File: src/rtl/decoder_pipe_n_to_m_if.sv
// Stream bundle between the command front-end and the index decoder.
// Latency: none (wiring only).
// Backpressure: carries valid/ready on both the request and decoded-word sides.
interface decoder_pipe_n_to_m_if #(
  parameter int IN_W  = 3,
  parameter int OUT_W = 8,
  parameter int CNT_W = 8
);
  logic             valid_i;
  logic             ready_o;
  logic [IN_W-1:0]  d_i;
  logic [1:0]       mode_i;
  logic             valid_o;
  logic             ready_i;
  logic [OUT_W-1:0] y_o;
  logic             err_o;
  logic [CNT_W-1:0] err_cnt_o;

  // Driver side: issues requests and accepts decoded words.
  modport master (
    output valid_i, d_i, mode_i, ready_i,
    input  ready_o, valid_o, y_o, err_o, err_cnt_o
  );

  // Decoder side.
  modport slave (
    input  valid_i, d_i, mode_i, ready_i,
    output ready_o, valid_o, y_o, err_o, err_cnt_o
  );
endinterface

File: src/rtl/decoder_pipe_n_to_m.sv
// Registered N-to-M index decoder (one-hot, thermometer, active-low one-hot) with error flag/count.
// Latency: one cycle from accept to y_o when the output register is empty or draining.
// Backpressure: 2-entry skid (output + skid register); registered ready_o drops only when the skid is full.
module decoder_pipe_n_to_m #(
  parameter int IN_W  = 3,
  parameter int OUT_W = 8,
  parameter int CNT_W = 8
) (
  input logic                 clk_i,
  input logic                 rst_i,
  decoder_pipe_n_to_m_if.slave bus
);

  // Reject parameter combinations the decode cannot represent.
  generate
    if (IN_W < 1 || IN_W > 8 || OUT_W < 2 || OUT_W > (1 << IN_W)) begin : g_bad_params
      $error("decoder_pipe_n_to_m: IN_W must be 1..8 and OUT_W 2..2**IN_W");
    end
  endgenerate

  typedef struct packed {
    logic             err;
    logic [OUT_W-1:0] y;
  } word_t;

  word_t            out_q;
  word_t            skid_q;
  word_t            new_word;
  logic             out_vld;
  logic             skid_vld;
  logic             rdy_q;
  logic [CNT_W-1:0] err_cnt;
  logic [OUT_W-1:0] onehot;
  logic [OUT_W-1:0] therm;
  logic             in_range;
  logic             accept;
  int               idx;

  assign accept = bus.valid_i & rdy_q;

  // Decode the incoming request into its output word and error sideband.
  always_comb begin
    idx      = int'(bus.d_i);
    in_range = (idx < OUT_W);
    onehot   = '0;
    therm    = '0;
    new_word = '0;
    for (int k = 0; k < OUT_W; k++) begin
      onehot[k] = (k == idx);
      therm[k]  = (k <= idx);
    end
    case (bus.mode_i)
      2'b00: begin
        new_word.y   = onehot;
        new_word.err = ~in_range;
      end
      2'b01: begin
        // k <= idx would saturate to all ones past the top; out-of-range must read as zero.
        new_word.y   = in_range ? therm : '0;
        new_word.err = ~in_range;
      end
      2'b10: begin
        // onehot is zero when out of range, so its inverse is the required all-ones word.
        new_word.y   = ~onehot;
        new_word.err = ~in_range;
      end
      default: begin
        new_word.y   = '0;
        new_word.err = 1'b1;
      end
    endcase
  end

  // Output/skid registers, registered ready and saturating error counter.
  always_ff @(posedge clk_i) begin
    if (rst_i) begin
      out_q    <= '0;
      out_vld  <= 1'b0;
      skid_q   <= '0;
      skid_vld <= 1'b0;
      rdy_q    <= 1'b1;
      err_cnt  <= '0;
    end else begin
      if (!out_vld || bus.ready_i) begin
        // Output register is free this edge: the skid word has priority to keep FIFO order.
        if (skid_vld) begin
          out_q    <= skid_q;
          out_vld  <= 1'b1;
          skid_vld <= 1'b0;
          rdy_q    <= 1'b1;
        end else if (accept) begin
          out_q   <= new_word;
          out_vld <= 1'b1;
        end else begin
          out_vld <= 1'b0;
        end
      end else if (accept) begin
        // Stalled output: park the word and close the input until the skid drains.
        skid_q   <= new_word;
        skid_vld <= 1'b1;
        rdy_q    <= 1'b0;
      end
      if (accept && new_word.err && (err_cnt != {CNT_W{1'b1}})) begin
        err_cnt <= err_cnt + CNT_W'(1);
      end
    end
  end

  assign bus.ready_o   = rdy_q;
  assign bus.valid_o   = out_vld;
  assign bus.y_o       = out_q.y;
  assign bus.err_o     = out_q.err;
  assign bus.err_cnt_o = err_cnt;

endmodule

File: src/flat_wrapper.sv
// flat-port wrapper written by rule: the top's interface ports become plain ports
module decoder_pipe_n_to_m_flat 
#(
  parameter int IN_W  = 3,
  parameter int OUT_W = 8,
  parameter int CNT_W = 8
)
  (clk_i, rst_i, bus_valid_i, bus_d_i, bus_mode_i, bus_ready_i, bus_ready_o, bus_valid_o, bus_y_o, bus_err_o, bus_err_cnt_o);
  decoder_pipe_n_to_m_if #(.IN_W(IN_W), .OUT_W(OUT_W), .CNT_W(CNT_W)) bus_i ();
  input logic clk_i;
  input logic rst_i;
  input wire logic [$bits(bus_i.valid_i)-1:0] bus_valid_i;
  input wire logic [$bits(bus_i.d_i)-1:0] bus_d_i;
  input wire logic [$bits(bus_i.mode_i)-1:0] bus_mode_i;
  input wire logic [$bits(bus_i.ready_i)-1:0] bus_ready_i;
  output wire logic [$bits(bus_i.ready_o)-1:0] bus_ready_o;
  output wire logic [$bits(bus_i.valid_o)-1:0] bus_valid_o;
  output wire logic [$bits(bus_i.y_o)-1:0] bus_y_o;
  output wire logic [$bits(bus_i.err_o)-1:0] bus_err_o;
  output wire logic [$bits(bus_i.err_cnt_o)-1:0] bus_err_cnt_o;
  assign bus_i.valid_i = bus_valid_i;
  assign bus_i.d_i = bus_d_i;
  assign bus_i.mode_i = bus_mode_i;
  assign bus_i.ready_i = bus_ready_i;
  assign bus_ready_o = bus_i.ready_o;
  assign bus_valid_o = bus_i.valid_o;
  assign bus_y_o = bus_i.y_o;
  assign bus_err_o = bus_i.err_o;
  assign bus_err_cnt_o = bus_i.err_cnt_o;
  decoder_pipe_n_to_m #(.IN_W(IN_W), .OUT_W(OUT_W), .CNT_W(CNT_W)) u_core (.clk_i(clk_i), .rst_i(rst_i), .bus(bus_i));
endmodule
File: config.mk
export PLATFORM = sky130hd
export DESIGN_NAME = decoder_pipe_n_to_m_flat
export DESIGN_NICKNAME = d
export VERILOG_FILES = /design/src/rtl/decoder_pipe_n_to_m_if.sv /design/src/rtl/decoder_pipe_n_to_m.sv /design/src/flat_wrapper.sv
export SDC_FILE = /design/constraint.sdc
export NUM_CORES = 1
export LEC_CHECK = 0
export CAP_MARGIN = 25
export CORE_ASPECT_RATIO = 0.9
export CORE_UTILIZATION = 41
export CTS_CLUSTER_SIZE = 25
export DETAILED_ROUTE_END_ITERATION = 6
export PLACE_DENSITY = 0.65
export SLEW_MARGIN = 5
export SYNTH_ARGS = -nofsm -noshare
export SYNTH_HDL_FRONTEND = slang
export SYNTH_SLANG_ARGS = --single-unit
export TNS_END_PERCENT = 1
File: constraint.sdc
create_clock -name clk_i -period 3.3 [get_ports clk_i]
set_clock_uncertainty 0.15 [all_clocks]
set_input_delay 0.66 -clock clk_i [delete_from_list [all_inputs] [get_ports clk_i]]
set_output_delay 0.66 -clock clk_i [all_outputs]
set_load 0.01 [all_outputs]
==> impl_results.md <==
- Cells after synthesis: 183
- Die Y: 59.2 um
- Final setup violation count: 0
- Final hold vios: 0
- Seq pwr share: 0.487
- CP startpoint kind: input port
- Slowest CP cell: clkdlybuf4s50_1
- Number of synthesized flops with an enable pin: 0
- NetSw: 204 uW
- Slew @ Worst Pin: 688 ps
- Core area: 0.00343 mm2
- Share of the yosys chip area belonging to registers: 0.389
- DRC: 0
- CTS tree: yes
- Area growth from synthesis to layout: 24.0%
- Diode count: 0
- Family with the most delay on the worst path: buffers and inverters
- Initial Utilization: 0.435
- Syn Nets: 193
- Unique masters post-synth: 44
- Post-CTS sizing: 0
- Total CTS buffers: 5
- Tmin final: 2330 ps
- CP bufs+invs: 1
- Flops & latches, synth: 29
- DR iter-0 viols: 72
- DR pass1 iterations: 4
- Fin Setup TNS: 0 ps
- DIE WIDTH: 65.6 um
- Fmax achieved: 0.430 GHz
- Leak Pwr: 0.000653 uW
- Top-area cell type share of the netlist area: 0.389
- NumNets Final: 216
- Number of global-route vias before repair: 1224
- Largest net degree at the start of global routing: 22
- Sw Ratio: 0.265
- Crit. End Element: flip-flop
- Via count: 1397
- Clock share of power: 0.360
- Crit-path max cell delay: 790 ps
- Initial antenna violation count: 0
- Share of layout cells above drive strength 1: 0.0773
- Post-DRT Antenna Nets: 0
- Placer Congestion: 0.758
- WP data arrival: 2390 ps
- Worst setup margin: 972 ps
- Placed wire-length estimate: 2330 um
- # hold bufs at CTS: 0
- Max rail drop VDD: 244 uV
- Rel. slew slack: 0.541
- Critical path peak fanout: 16
- Root Driver: clkbuf_8
- Critical path class: in -> reg
- Rows: 20
- Setup WS pre-CTS: 703 ps
- P_int: 566 uW
- Mapped Area: 0.00149 mm2
- Gate power share: 0.153
- Slew Limit Fails: 0
- Outcome: finished clean
- Post-synth ARST share: 0
- Synth Area per Inst: 8.15 um2
- Cell Chain, Critical Path: clkdlybuf4s50_1, and4_4, o211ai_2, or4_1, o21ai_0
- Vias per cell: 5.57
- Die Footprint: 0.00388 mm2
- Max Cap Violations: 0
- Pwr Total: 770 uW
- Most frequent cells in the layout: dfxtp_1, clkdlybuf4s50_1, nor2_1
- IO Pins: 28
- Synth top area cells: dfxtp_1, nor2_1, a21oi_1
- Ys flop type: dfxtp_1
- Post-CTS Setup Bufs: 0
- Cell taking the most area after synthesis: dfxtp_1
- Total global-route track usage: 0.199
- WP data required: 3360 ps
- First-pass GRT wire length: 5720 um
- Post-DR wirelength/cell: 13.6 um
- Hold WC Path Type: reg -> reg
- Htree depth: 2
- Final Cycle Share: 0.706
- Port Buf Inserts: 27
- Clock Pin Slew Worst Setup and Hold Paths: 70 ps
- Synth Warn #: 0
- Unrepaired setup endpoints after global routing: no
- PD cells: 416 mW/mm2
- WL final: 3410 um
- Max Buffers Root-to-Sink: 2
- Most common cell after layout, fill and taps aside: dfxtp_1
- CTS sink count: 29
- Grt ovf: 0
- Worst-skew pair later-pin latency: 280 ps
[power groups by stage]
| stage | Clock (uW) | Sequential, uW | Combinational (uW) |
|---|---|---|---|
| floorplan | 0 | 386 | 67.7 |
| global placement | 0 | 382 | 116 |
| detailed placement | 0 | 383 | 117 |
| CTS | 286 | 375 | 118 |
| global route | 306 | 377 | 130 |
| finish | 277 | 375 | 118 |
[per-stage QoR]
step,hold WS [ps],util,cell area (um2),std cells
after floorplan,281,-,1490,183
after global placement,286,0.515,1770,243
after detailed placement,297,0.515,1770,243
after CTS,307,0.539,1850,251
after global routing,324,0.539,1850,251
final,305,0.539,1850,251
[Yosys cell counts (all sizes together) (3+ instances only)]
library cell,number
a211oi,4
a21oi,13
and3,3
buf,6
clkbuf,6
dfxtp,29
inv,3
nand2,15
nand2b,6
nand3,6
nand3b,3
nor2,25
nor2b,4
nor3,9
nor3b,3
o211ai,6
o21ai,5
o311ai,3
xor2,4
[sequential cells by signal, indices dropped and copies added, names as in the netlist]
register,count
u_core.bus.err_cnt_o,8
u_core.skid_q,9
u_core.skid_vld,1
u_core.bus.valid_o,1
u_core.bus.err_o,1
u_core.bus.ready_o,1
u_core.bus.y_o,8
[final cells by class]
| cell class | instances | area, um2 |
|---|---|---|
| Fill cell | 301 | 1580 |
| Multi-Input combinational cell | 139 | 842 |
| Sequential cell | 29 | 581 |
| Timing Repair Buffer | 28 | 278 |
| Clock buffer | 6 | 72.6 |
| Tap cell | 44 | 55.1 |
| Inverter | 3 | 11.3 |
| Clock inverter | 2 | 10.0 |
[metal layers]
layer | GRT usage | vias to the layer above | share of wire
li1 | - | 708 | -
met1 | 0.265 | 650 | 0.51
met2 | 0.290 | 32 | 0.42
met3 | 0.0769 | 7 | 0.056
met4 | 0.0714 | 0 | 0.018
met5 | 0 | - | 0
[final timing paths]
| kind | startpoint | end | slack [ps] | cells after the start |
|---|---|---|---|---|
| setup reg to reg | u_core.skid_vld | u_core.bus.y_o[1] | 1280 | 4 |
| hold reg to reg | u_core.skid_q[6] | u_core.skid_q[6] | 300 | 2 |
| setup / recovery | bus_mode_i[1] | u_core.bus.err_cnt_o[5] | 970 | 5 |
| hold / removal | u_core.skid_q[6] | u_core.skid_q[6] | 300 | 2 |
[worst reg2reg max path: cells and delay by family, from the launching register on]
family | cells | cell delay [ps]
compound gates | 2 | 480
flops | 1 | 760
simple gates | 2 | 520
[cells by family after synthesis]
family                   Yosys count  synth area share
flip-flops                        29             0.389
AO/OA/AOI/OAI                     43             0.203
XOR/XNOR                           5            0.0294
multiplexers                       2            0.0134
AND/OR/NAND/NOR                   88             0.310
buffers and inverters             15            0.0461
adder cells (fa/ha/maj)            1           0.00839
Power figures use the tool's default switching activity.
